### src/rtl/booth_pkg.sv
// Shared types and constants for the sequential radix-2 Booth multiplier.
package booth_pkg;

    localparam int unsigned W_DEFAULT = 8;

    localparam logic [1:0] BOOTH_ADD = 2'b01;
    localparam logic [1:0] BOOTH_SUB = 2'b10;

    typedef enum logic [1:0] {
        IDLE = 2'd0,
        CALC = 2'd1,
        DONE = 2'd2
    } state_t;

endpackage

### src/rtl/booth_addsub.sv
// Ripple-carry add/subtract; sub=1 inverts b and injects a carry-in of 1.
module booth_addsub #(
    parameter int unsigned N = 9
) (
    input  logic [N-1:0] a,
    input  logic [N-1:0] b,
    input  logic         sub,
    output logic [N-1:0] sum_c
);

    logic carry;
    logic bx;

    always_comb begin
        carry = sub;
        bx    = 1'b0;
        sum_c = '0;
        for (int unsigned i = 0; i < N; i++) begin
            bx       = b[i] ^ sub;
            sum_c[i] = a[i] ^ bx ^ carry;
            carry    = (a[i] & bx) | (a[i] & carry) | (bx & carry);
        end
    end

endmodule

### src/rtl/booth_seq_mult.sv
// Sequential radix-2 Booth multiplier: signed W x W -> 2W product, one step per cycle.
// Optional early termination is enabled by defining BOOTH_EARLY_TERM_EN.
module booth_seq_mult
    import booth_pkg::*;
#(
    parameter int unsigned W = W_DEFAULT
) (
    input  logic           clk,
    input  logic           rst_n,
    input  logic           in_valid,
    output logic           in_ready,
    input  logic [W-1:0]   a_in,
    input  logic [W-1:0]   b_in,
    output logic           out_valid,
    input  logic           out_ready,
    output logic [2*W-1:0] product
);

    localparam int unsigned AW = W + 1;
    localparam int unsigned CW = $clog2(W + 1);
    localparam int unsigned VW = 2 * W + 2;

    state_t          state_q, state_d;
    logic [AW-1:0]   a_q, m_q;
    logic [W-1:0]    q_q;
    logic            q1_q;
    logic [CW-1:0]   count_q;

    logic            accept, in_ready_d, out_valid_d;
    logic [1:0]      code;
    logic            sub;
    logic [AW-1:0]   sum, a_sel;
    logic signed [VW-1:0] step_vec;
    logic            early;
    logic            last_step;

    assign accept = in_valid && in_ready;

    booth_addsub #(.N(AW)) u_addsub (
        .a     (a_q),
        .b     (m_q),
        .sub   (sub),
        .sum_c (sum)
    );

`ifdef BOOTH_EARLY_TERM_EN
    logic [W:0] mask, window;

    // Remaining multiplier bits plus q_1 uniform: the rest of the steps are pure shifts.
    always_comb begin
        mask = '0;
        for (int unsigned i = 0; i <= W; i++) begin
            mask[i] = (CW'(i) <= count_q);
        end
        window = {q_q, q1_q} & mask;
        early  = (window == '0) || (window == mask);
    end
`else
    assign early = 1'b0;
`endif

    // One Booth step: recode, add/sub, arithmetic shift of {A,Q,q_1}.
    always_comb begin
        code  = {q_q[0], q1_q};
        sub   = (code == BOOTH_SUB);
        a_sel = ((code == BOOTH_ADD) || (code == BOOTH_SUB)) ? sum : a_q;
        if (early) begin
            step_vec = $signed({a_q, q_q, q1_q}) >>> count_q;
        end else begin
            step_vec = $signed({a_sel, q_q, q1_q}) >>> 1;
        end
        last_step = early || (count_q == CW'(1));
    end

    always_ff @(posedge clk or negedge rst_n) begin
        if (!rst_n) begin
            state_q <= IDLE;
        end else begin
            state_q <= state_d;
        end
    end

    always_comb begin
        state_d = state_q;
        case (state_q)
            IDLE:    if (accept)                 state_d = CALC;
            CALC:    if (last_step)              state_d = DONE;
            DONE:    if (out_valid && out_ready) state_d = IDLE;
            default:                             state_d = IDLE;
        endcase
    end

    always_comb begin
        in_ready_d  = (state_d == IDLE);
        out_valid_d = (state_d == DONE);
    end

    always_ff @(posedge clk or negedge rst_n) begin
        if (!rst_n) begin
            in_ready  <= 1'b0;
            out_valid <= 1'b0;
        end else begin
            in_ready  <= in_ready_d;
            out_valid <= out_valid_d;
        end
    end

    // Datapath registers; product is captured only on the step that completes.
    always_ff @(posedge clk or negedge rst_n) begin
        if (!rst_n) begin
            a_q     <= '0;
            q_q     <= '0;
            q1_q    <= 1'b0;
            m_q     <= '0;
            count_q <= '0;
            product <= '0;
        end else if (state_q == IDLE && accept) begin
            a_q     <= '0;
            q_q     <= b_in;
            q1_q    <= 1'b0;
            m_q     <= {a_in[W-1], a_in};
            count_q <= CW'(W);
        end else if (state_q == CALC) begin
            a_q     <= step_vec[VW-1:W+1];
            q_q     <= step_vec[W:1];
            q1_q    <= step_vec[0];
            count_q <= last_step ? '0 : count_q - CW'(1);
            if (last_step) begin
                product <= step_vec[2*W:1];
            end
        end
    end

endmodule

### config.mk
export PLATFORM = sky130hd
export DESIGN_NAME = booth_seq_mult
export DESIGN_NICKNAME = d
export VERILOG_FILES = /design/src/rtl/booth_pkg.sv /design/src/rtl/booth_addsub.sv /design/src/rtl/booth_seq_mult.sv
export SDC_FILE = /design/constraint.sdc
export NUM_CORES = 1
export LEC_CHECK = 0
export CAP_MARGIN = 10
export CORE_ASPECT_RATIO = 1.25
export CORE_UTILIZATION = 57
export CTS_CLUSTER_SIZE = 24
export DETAILED_ROUTE_END_ITERATION = 6
export PLACE_DENSITY = 0.86
export REMOVE_ABC_BUFFERS = 1
export SETUP_SLACK_MARGIN = 0.3
export SLEW_MARGIN = 5
export SYNTH_ARGS = -nofsm -noshare
export SYNTH_HDL_FRONTEND = slang
export SYNTH_SLANG_ARGS = --single-unit
### constraint.sdc
create_clock -name clk -period 10.9 [get_ports clk]
set_input_delay 2.18 -clock clk [delete_from_list [all_inputs] [get_ports clk]]
set_output_delay 2.18 -clock clk [all_outputs]
set_load 0.005 [all_outputs]
Word level (Yosys, flattened, before mapping):

Cells that the tools add are included.
Widths: inputs -> output; s select.

* memory bits (writable): 0
* latch bits: 0
* output and inout port bits: 18
* word-level logic and storage cells: 106
* ROM bits: 0
* memories kept: 0
* bits of input ports: 20
* register bits: 50

* multiplexer cells: 14
* $mul: 0
* equality and inequality tests: 6
* shift operators: 0
* divide/modulo/power cells: 0
* magnitude comparators: 0
* bitwise gates (word level): 68
* $add $sub $neg: 1
* reduce and logical (&&, ||, !) cells: 8

Operators with widths (count)
* $mux 9: 3
* $xor 1x1->1: 27
* $and 1x1->1: 24
* $mux 8: 2
* $or 1x1->1: 16
* $mux 4: 3
* $eq 2x2->1 const B: 3
* $mux 2: 3
* $pmux 2 s3: 1
* $eq 2x1->1 const B: 2
* $eq 4x1->1 const B: 1
* $logic_not 2->1: 2
* $sub 4x1->4 const B: 1
* $logic_and 1x1->1: 3
* $reduce_and 3->1: 1
* $mux 1: 2
* $reduce_bool 2->1: 1
* $logic_or 1x1->1: 1
* $not 1->1: 1

Depth between registers and ports, before layout:

Gate-level depths: netlist (run 1).

* word-level depth: 30
* mapped depth: 15
* depth with buffers taken out: 14

Hierarchy:

A second synthesis (run 1) with hierarchy kept.

* cells, all modules: 232
* area, all modules: 2473.6 um^2

Modules (own cells, without submodules)
* booth_seq_mult: times used 1, cells each 199, seq. area each 1226.2 um^2, area each 2158.3 um^2
* booth_addsub: times used 1, cells each 33, seq. area each 0.0 um^2, area each 315.3 um^2

Least setup slack after synthesis (run 1):

No wires, ideal clock.

* kind: register to register
* from: reg q_q[0]
* to: reg product[14]
* setup slack: 6692 ps
* period minus slack after synthesis: 4208 ps
* data arrival time: 4144 ps
* stages on the path, launching flop included: 14
* required time: 10836 ps
* cells stage by stage: dfrtp_1 ha_1 clkbuf_1 mux2_2 fa_1 fa_1 fa_1 fa_1 fa_1 fa_1 inv_1 fa_1 mux2i_1 mux2_4

* word-level cells in the longest chain between the ends: 25
* elaborated cells on any way between the ends: 49
* those cells by class: 2 x eq/ne; 1 x mux; 45 x bitwise; 1 x reduce/logical

RTL lines
* start: declaration: RTL line booth_seq_mult.sv:25 `logic [W-1:0] q_q;`
* start signal: assignment: RTL line booth_seq_mult.sv:119 `q_q <= b_in;`
* start signal: assignment: RTL line booth_seq_mult.sv:125 `q_q <= step_vec[W:1];`
* $eq 2x2->1: RTL line booth_seq_mult.sv:65, booth_seq_mult.sv:66
* $xor 1x1->1: RTL line booth_addsub.sv:19 `bx = b[i] ^ sub;`
* $and 1x1->1: RTL line booth_addsub.sv:21 `carry = (a[i] & bx) | (a[i] & carry) | (bx & carry);`
* $or 1x1->1 (2 in series): RTL line booth_addsub.sv:21
* $and 1x1->1: RTL line booth_addsub.sv:21
* $or 1x1->1 (2 in series): RTL line booth_addsub.sv:21
* $and 1x1->1: RTL line booth_addsub.sv:21
* $or 1x1->1 (2 in series): RTL line booth_addsub.sv:21
* [3 not listed]
* $and 1x1->1: RTL line booth_addsub.sv:21
* $or 1x1->1 (2 in series): RTL line booth_addsub.sv:21
* $and 1x1->1: RTL line booth_addsub.sv:21
* $or 1x1->1 (2 in series): RTL line booth_addsub.sv:21
* $and 1x1->1: RTL line booth_addsub.sv:21
* $or 1x1->1 (2 in series): RTL line booth_addsub.sv:21
* $xor 1x1->1: RTL line booth_addsub.sv:20 `sum_c[i] = a[i] ^ bx ^ carry;`
* $mux 9 (*): RTL line booth_seq_mult.sv:66 `a_sel = ((code == BOOTH_ADD) || (code == BOOTH_SUB)) ? sum : a_q;`
* end signal: assignment: RTL line booth_seq_mult.sv:129 `product <= step_vec[2*W:1];`
* end: declaration: RTL line booth_seq_mult.sv:16 `output logic [2*W-1:0] product`

Mark *: on every way between the ends. The rest lies on a longest branch, timed or not.
A chain may end at the register's enable or synchronous reset.

Worst setup path after layout (run 1):

Same ends and word-level chain as after synthesis.

==> results of run 1 <==
==> worst reg2reg max path, delay by kind of cell, from the launching register on <==
family     cells  cell delay [ps]
mux            3              690
buf+inv        1              110
fa+ha+maj      8             3090
flops          1              400
==> state kept, by name, summed over array words and instances (netlist names) <==
register,count
product,16
a_q,8
m_q,8
q_q,8
count_q,4
state_q,2
in_ready,1
out_valid,1
q1_q,1
==> cells by family (layout without fill, tap and decap cells) <==
group                    after synthesis  after routing  synth area share, %
AND/OR/NAND/NOR                       73             73                 14.6
flip-flops                            49             49                 51.4
multiplexers                          24             24                 11.5
buffers and inverters                 24             55                 4.88
AO/OA/AOI/OAI                         22             22                 6.40
adder cells (fa/ha/maj)               11             11                 8.29
XOR/XNOR                               8              8                 2.94
==> cell usage after synthesis, types with 7 or more instances <==
cell type	count	area, um2
mux2i_1	9	90.1
nand2_1	43	161
clkbuf_1	11	41.3
o21ai_0	7	35.0
nand3_1	15	75.1
inv_1	10	37.5
a22oi_1	7	52.6
xor2_1	7	61.3
dfrtp_1	49	1230
fa_1	8	160
mux2_2	11	124
==> cell usage in the layout (no fill, tap or decap), types with 2 or more instances in the layout <==
master | netlist | layout
a22oi_1 | 7 | 7
and2_1 | 2 | 2
clkbuf_8 | 0 | 6
clkdlybuf4s50_1 | 0 | 36
dfrtp_1 | 49 | 49
fa_1 | 8 | 8
ha_1 | 3 | 3
inv_1 | 10 | 10
mux2_2 | 11 | 11
mux2_4 | 4 | 4
mux2i_1 | 9 | 9
nand2_1 | 43 | 43
nand2b_1 | 4 | 4
nand3_1 | 15 | 15
o21ai_0 | 7 | 7
xor2_1 | 7 | 7
==> per-stage QoR <==
stage                     setup slack [ps]  instance area [um2]  total power [mW]  utilization (%)  hold WS [ps]
final                                 6570                 2860             0.890             73.6           507
after global routing                  6370                 2860             0.970             73.6           531
after global placement                6710                 2740             0.747             70.6           488
after floorplan                       6780                 2310             0.614                -           465
after CTS                             6560                 2860             0.901             73.6           514
after detailed placement              6590                 2740             0.766             70.6           494
==> path summary, 6_finish.rpt <==
path | end | slack, ps
max in group asynchronous | a_q[4] | 8180
hold / removal | product[7] | 510
setup reg to reg | product[14] | 6570
hold reg to reg | product[7] | 510
setup / recovery | product[14] | 6570
min in group asynchronous | m_q[0] | 2070
==> per-layer routing <==
layer | wire (um) | share of wire [%]
met2 | 2250 | 51
met3 | 162 | 3.7
met4 | 86 | 1.9
met5 | 0 | 0
met1 | 1920 | 43
==> final cells by class <==
cell class / instances / area (um2)
clock buffer: 7 / 86.3
fill: 295 / 1020
clock inverter: 1 / 30.0
sequential: 49 / 1230
inverter: 10 / 37.5
timing repair buffer: 37 / 365
multi-input combinational: 138 / 1040
tap: 54 / 67.6
==> power by group <==
group	total, mW	switching (mW)	internal [mW]
clock	0.133	0.0583	0.0748
sequential	0.328	0.0624	0.265
combinational	0.429	0.215	0.214
==> impl_metrics.yaml, run 1 <==
die:
  start_util_pct: 61.5
  dieArea_um2: 4450
  std_cell_rows: 25
  ios: 38
  core_um2: 3880
  dieHeight_um: 74.3
  die_w_um: 59.9
grt:
  grt_overflow: 0
  grt_first_pass_wirelength_mm: 7.35
  use_met3_pct: 5.39
  grt_util_met1_pct: 27.4
  grt_usage_pct: 23.0
  top_usage_layer: "met2"
  grt_max_degree: 50
  antenna_found_initial: 0
  grt_pass1_vias: 1622
  use_met2_pct: 39.6
critical_path:
  crit_path_max_incr_delay_ps: 420
  startpoint: "q_q[0]"
  crit_family: "adder cells"
  cp_common_cell: "fa_1"
  slowest_stage: "fa_1"
  critPathBufInv: 1
  r2r_start: "q_q[0]"
  path_class: "reg -> reg"
  end_kind: "flop"
  crit_chain: "ha_1, mux2_2, fa_1, fa_1, fa_1, fa_1, fa_1, fa_1, inv_1, fa_1, mux2i_1, mux2_4"
  cp.required_ps: 11140
  reg2reg_depth: 12
  crit_arrival_ps: 4580
  cp_num_cells: 12
  path_max_fanout: 8
  start_kind: "flop"
power_and_ir_drop:
  max-vdd-ir-drop_mv: 0.233
  p_leak_nw: 1.41
  powerDensity_nw_per_um2: 312
yosys:
  ys_types: 35
  ys_ff_latch: 49
  synthFlopType: "dfrtp_1"
  synthesis.area_um2: 2380
  synthArstFlopShare_pct: 100
  seq_area_frac_synth_pct: 51.4
  synth_cells: 211
  syn_avg_cell_area_um2: 11.3
  synth_edf_count: 0
  yosysWarnings: 0
hold_path:
  holdPathStages: 1
  min_from: "product[7]"
  min_path_type: "reg -> reg"
placement:
  dp_hpwl_mm: 2.99
  place_inst: 288
  finalWeightedCongestion: 0.798
  port_buffers: 37
sta:
  tightest_slew_ps: 1100
  hold_viol_final: 0
  slew_viol_final: 0
  post-route-period-util_pct: 39.7
  timing.fmax_ghz: 0.231
  rsz0062_at_grt: "no"
  finalClockSkew_ps: 6.74
  post-route-min-period_ps: 4330
  finalSetupTns_ps: 0
  setup-violations-final: 0
  slew_headroom_pct: 26.0
flow_run:
  max_cap_violations: 0
detailed_routing:
  drc_errors: 0
  first_pass_iters: 6
  finalWirelength_mm: 4.42
  via_count: 1579
  vias_per_cell: 5.33
  wl_per_cell_um: 14.9
  ant_nets: 0
  drt_iter0_drc: 71
cts:
  post_cts_buffers: 0
  clockBufferDepth: 2
  hold_buffers: 0
  cts.sinks: 49
  cts_buffers: 5
  ctsResizeCount: 0
  clkSlewWorstSetupHoldPaths_ps: 90
  cts_tree: "done"
  root_buffer: "clkbuf_8"
  clk_latency_ps: 300
  cts_htree_levels: 2
layout:
  final_nets: 272
  area_growth_pct: 19.7
  fin_cells: 296
  drive_above_1_share_pct: 9.92
  num_antenna_cells: 0
run_status:
  outcome: "completed"
Power figures use the tool's default switching activity.
==> run 2: changes to the inputs <==
--- a/config.mk
+++ b/config.mk
@@ -7,10 +7,10 @@
 export LEC_CHECK = 0
 export CAP_MARGIN = 10
 export CORE_ASPECT_RATIO = 1.25
-export CORE_UTILIZATION = 57
+export CORE_UTILIZATION = 48
 export CTS_CLUSTER_SIZE = 24
 export DETAILED_ROUTE_END_ITERATION = 6
-export PLACE_DENSITY = 0.86
+export PLACE_DENSITY = 0.78
 export REMOVE_ABC_BUFFERS = 1
 export SETUP_SLACK_MARGIN = 0.3
 export SLEW_MARGIN = 5
==> constraint.sdc (replaced) <==
create_clock -name clk -period 3.6 [get_ports clk]
set_input_delay 0.72 -clock clk [delete_from_list [all_inputs] [get_ports clk]]
set_output_delay 0.72 -clock clk [all_outputs]
set_load 0.005 [all_outputs]
==> impl_metrics.yaml, run 2 (synthesis results as in run 1) <==
layout:
  num_antenna_cells: 0
  num-fill-cells: 400
  largest_reg_flops: 16
  mostFrequentLayoutCells: "dfrtp_1, nand2_1, clkdlybuf4s50_1"
  final_nets: 286
  postLayoutCoreUtil_pct: 63.4
  largest-register: "product"
  area_growth_pct: 26.8
  drive_above_1_share_pct: 19.5
  multi_input_area_um2: 1090
  ff_latch_area_um2: 1230
  final_common_cell: "dfrtp_1"
power_and_ir_drop:
  netSwitchingFraction_pct: 37.4
  internal-power_mw: 1.82
  p_sw_mw: 1.09
  powerDensity_nw_per_um2: 961
  seqPwrFrac_pct: 34.1
  p_leak_nw: 1.47
  max-vdd-ir-drop_mv: 0.452
  comb_power_share_pct: 52.1
  p_clk_share_pct: 13.8
sta:
  tightest_slew_ps: 988
  finalClockSkew_ps: 6.02
  post-route-min-period_ps: 3850
  setup-violations-final: 5
  timing.fmax_ghz: 0.260
  rsz0062_at_grt: "yes"
  post-route-period-util_pct: 107
  slew_viol_final: 0
  slew_headroom_pct: 34.2
  setup_ws_ps: -249
  hold_viol_final: 0
die:
  core_um2: 4760
  dieHeight_um: 80.8
  start_util_pct: 50.1
  std_cell_rows: 28
  ios: 38
  dieArea_um2: 5260
  die_w_um: 65.0
grt:
  grt_first_pass_wirelength_mm: 7.91
  grt_usage_pct: 20.1
  antenna_found_initial: 0
  grt_overflow: 0
  grt_pass1_vias: 1685
  grt_max_degree: 50
cts:
  clkSlewWorstSetupHoldPaths_ps: 90
  cts_htree_levels: 2
  cts_tree: "done"
  cts_buffers: 5
  clockBufferDepth: 2
  clk_latency_ps: 310
  cts.sinks: 49
  root_buffer: "clkbuf_8"
  hold_buffers: 0
run_status:
  violations: "setup timing"
  outcome: "finished with violations"
critical_path:
  end_kind: "flop"
  crit_arrival_ps: 4100
  startpoint: "q_q[0]"
  start_kind: "flop"
  r2r_start: "q_q[0]"
  path_max_fanout: 3
  cp.required_ps: 3850
  path_class: "reg -> reg"
detailed_routing:
  wl_per_cell_um: 14.6
  drc_errors: 0
  drt_iter0_drc: 90
  first_pass_iters: 4
  vias_per_cell: 5.21
  finalWirelength_mm: 4.60
  ant_nets: 0
  via_count: 1646
hold_path:
  min_path_type: "in -> async"
placement:
  dp_hpwl_mm: 2.99
  finalWeightedCongestion: 0.771
  pre_cts_ws_ps: -565
  port_buffers: 37
flow_run:
  max_cap_violations: 0
run 2: final timing paths:
path	slack, ps	endpoint	cells past startpoint
worst max-delay path	-250	product[14]	12
worst max register to register	-250	product[14]	12
worst min-delay path	320	count_q[0]	1
max in group asynchronous	2780	a_q[2]	2
min in group clk	500	m_q[2]	2
worst min register to register	500	m_q[2]	2
run 2: power by group through the flow:
stage | logic, mW | clock network, mW | registers, mW
after floorplan | 0.894 | 0 | 0.965
after global placement | 1.34 | 0 | 0.985
after detailed placement | 1.39 | 0 | 0.991
after CTS | 1.48 | 0.406 | 0.990
after global routing | 1.72 | 0.425 | 1.03
final | 1.51 | 0.400 | 0.991
run 2: cell type report:
cell class | instances | area share, %
clock buffer | 5 | 2.28
clock inverter | 3 | 1.53
inverter | 10 | 1.24
multi-input combinational | 138 | 35.9
sequential | 49 | 40.6
tap | 60 | 2.48
timing repair buffer | 51 | 16.0
run 2: per-stage QoR:
stage / setup TNS, ps / std cells / instance area, um2 / power [mW] / hold slack (ps)
floorplan: -2010 / 197 / 2310 / 1.86 / 424
global placement: -1860 / 303 / 2810 / 2.32 / 485
CTS: -519 / 313 / 2980 / 2.87 / 514
detailed placement: -2300 / 303 / 2810 / 2.38 / 491
finish: -586 / 316 / 3020 / 2.90 / 323
global route: -1190 / 316 / 3020 / 3.18 / 339
run 2: worst max-delay path, stage by stage, from the launching register on:
cell     delay, ps
dfrtp_1        430
ha_4           180
mux2_2         260
fa_2           350
fa_2           350
fa_2           350
fa_2           340
fa_2           350
fa_2           340
inv_2           70
fa_1           410
mux2i_1        180
mux2_4         170
run 2: repair_timing:
item | 4_1_cts | 5_1_grt
endpoints found under the setup margin | 8 | 8
gates resized for setup | 10 | 4
buffers inserted | 2 | 2
pin swaps | 1 | 1
run 2: per-layer routing:
layer | vias up | global-route usage (%) | share of wire (%)
li1 | 788 | - | -
met1 | 821 | 26.8 | 45
met2 | 30 | 32.5 | 50
met3 | 7 | 2.95 | 2.9
met4 | 0 | 9.35 | 1.6
met5 | - | 0 | 0
==> edit: new RTL, settings of run 2 <==
The 3 states of `state_t` get a one-hot encoding in 3 bits.
--- a/src/rtl/booth_pkg.sv
+++ b/src/rtl/booth_pkg.sv
@@ -7,8 +7,8 @@
     localparam logic [1:0] BOOTH_SUB = 2'b10;
 
-    typedef enum logic [1:0] {
-        IDLE = 2'd0,
-        CALC = 2'd1,
-        DONE = 2'd2
+    typedef enum logic [2:0] {
+        IDLE = 3'b001,
+        CALC = 3'b010,
+        DONE = 3'b100
     } state_t;
 
Formal check against the unedited RTL: no difference found for any inputs over 10 cycles, from zero or initial values and one cycle with rst_n low; not proved beyond that.
==> edit against run 2 <==
- the flow still finishes with violations (negative setup slack)
- synthesized cell count down 3.3%
- combinational power decreased by 25%
- sequential cell count increased by 1
- non-clock buffer count is 4 lower
- synthesized area rose by 2.5%
- clock power shrank 5.8%
- wire length down 4.1%
- design area increased by 0.62%
- setup slack got worse by 0.0049 ns
- total power decreased by 17%
- die area increased by 2.4%
- final cell count fell by 2.8%
- largest power group unchanged
==> edit: results (changes against run 2) <==
* Status: finished, violations left
* Failing checks: negative setup slack
* Global-route wire length before repair at 7400 µm (-6.5%)
* Dpl cell area at 2860 µm² (+1.6%)
* Critical Path AT at 4.09 ns (about the same)
* CTS max path bufs at 2 (unchanged)
* Skew final at 0.00509 ns (-0.000924 ns)
* Antenna diodes at 0 (unchanged)
* Vias/cell at 5.31 (+1.9%)
* Insertion delay to the later sink of the worst-skew pair at 0.30 ns
* Leakage power at 1.39 nW (-5.9%)
* CP peak stage delay at approximately 0.42 ns
* Total Wirelength at 4420 µm (-4.1%)
* Reg area at 1250 µm² (+2.1%)
* Final setup violation count at 2 (-3)
* Fill count at 381 (-4.8%)
* HPWL after DPL at 3040 µm (+1.6%)
* Distinct cells, synth at 34 (-2.9%)
* FF-to-FF End: a_q[6]
* Top register by number of flip-flops: product
* # nets final at 277 (-3.1%)
* Final worst setup slack at -0.254 ns (-0.00493 ns)
* TritonCTS buffer count at 5 (unchanged)
* Iter 0 DRT Violations at 57 (-37%)
* Initial antenna violation count at 0 (unchanged)
* Reg2reg start: q_q[0]
* CP Max Fanout at 3 (unchanged)
* Async SR Flop Fraction at 1.00 (unchanged)
* Worst path slowest cell: dfrtp_1
* GP Congestion at 0.756 (-1.9%)
* Register area share after synthesis at 0.512 (-0.00188)
* Post-synth top cells: dfrtp_1 (49), nand2_1 (22), o21ai_0 (19), mux2i_1 (16), mux2_2 (14)
* PortBufs at 37 (unchanged)
* Yosys Warn Count at 0 (unchanged)
* DRT Pass-1 Iters at 4 (unchanged)
* Top post-synthesis cells by area: dfrtp_1 (50%), fa_1 (6.6%), mux2i_1 (6.6%)
* H-tree depth at 2 (unchanged)
* Layout cells sized above 1 at 0.227 (+0.0314)
* Measured slew at the worst slew-check pin at 0.709 ns (-0.279 ns)
* Total Routing Usage GR at 0.185 (-0.0162)
* Hold WS at 0.335 ns (+0.0123 ns)
* Max FFs per register at 16 (unchanged)
* Most used flip-flop cell after synthesis: dfrtp_1
* Peak supply drop at 0.000453 V (+0.36%)
* Min-Delay Path Class: in -> async
* Largest net degree at the start of global routing at 51 (+2.0%)
* CTS clk-pin slew, worst paths at 0.09 ns (about the same)
* Vias in the first global route at 1591 (-5.6%)
* Worst-case reg-to-reg path depth at 13 (+1)
* Clock Tree Root: clkbuf_8
==> edit: final cells by class <==
cell class / instances / share of cell area
well taps: 60 / 0.0247
repair buffers: 47 / 0.149
multi-input cells: 134 / 0.369
clock buffers: 8 / 0.0362
flip-flops and latches: 50 / 0.412
inverters: 8 / 0.00987
==> edit: critical path, delay by kind of cell (launching register included) <==
kind                     cells  cell delay (ns)
AO/OA/AOI/OAI                1             0.12
buffers and inverters        1             0.07
adder cells (fa/ha/maj)      8             2.67
AND/OR/NAND/NOR              1             0.09
flip-flops                   1             0.42
multiplexers                 2             0.45
==> edit: worst max-delay path by stage <==
| stage | startpoint | end | slack, ns |
|---|---|---|---|
| 2_1_floorplan | q_q[0] | a_q[6] | -0.60 |
| 3_3_place_gp | q_q[0] | a_q[6] | -0.48 |
| 3_5_place_dp | q_q[0] | a_q[6] | -0.60 |
| 4_1_cts | q_q[0] | a_q[6] | -0.26 |
| 5_1_grt | q_q[0] | a_q[6] | -0.39 |
| 6_report | q_q[0] | a_q[6] | -0.25 |
==> edit: per-stage QoR <==
stage          power, W  setup WS, ns  setup TNS, ns  std cells
6_report        0.00240        -0.254         -0.466        307
3_3_place_gp    0.00191        -0.481          -1.53        296
2_1_floorplan   0.00161        -0.599          -1.66        192
5_1_grt         0.00262        -0.390         -0.884        307
3_5_place_dp    0.00196        -0.596          -2.20        296
4_1_cts         0.00242        -0.261         -0.488        305
==> edit: power breakdown <==
group          switching (W)  internal (W)  total [W]  leakage, nW
logic               0.000556      0.000580    0.00114        0.683
registers           0.000143      0.000742   0.000885        0.647
clock network       0.000182      0.000194   0.000377       0.0575
total               0.000881       0.00152    0.00240         1.39
==> edit: routing by layer <==
layer,GRT usage,part of all wire,up-vias
li1,-,-,774
met1,0.226,0.42,817
met2,0.313,0.53,31
met3,0.0389,0.032,7
met4,0.0826,0.015,0
met5,0,0,-
==> edit: kinds of logic (layout without fill, tap and decap cells) <==
family	Yosys count	in the layout	synth area share
AOI/OAI and AO/OA	36	36	0.0844
adders and majority gates	11	11	0.0809
and+or+nand+nor	45	45	0.0926
buffers and inverters	20	63	0.0466
DFF	50	50	0.512
muxes	34	34	0.155
xor gates and xnor gates	8	8	0.0287
==> edit: what timing repair did <==
| item | CTS | global route |
|---|---|---|
| pin swaps | 1 | 0 |
| hold endpoints to repair | 0 | 0 |
| setup endpoints to repair | 8 | 6 |
| setup buffers | 1 | 1 |
| resized for setup | 14 | 1 |
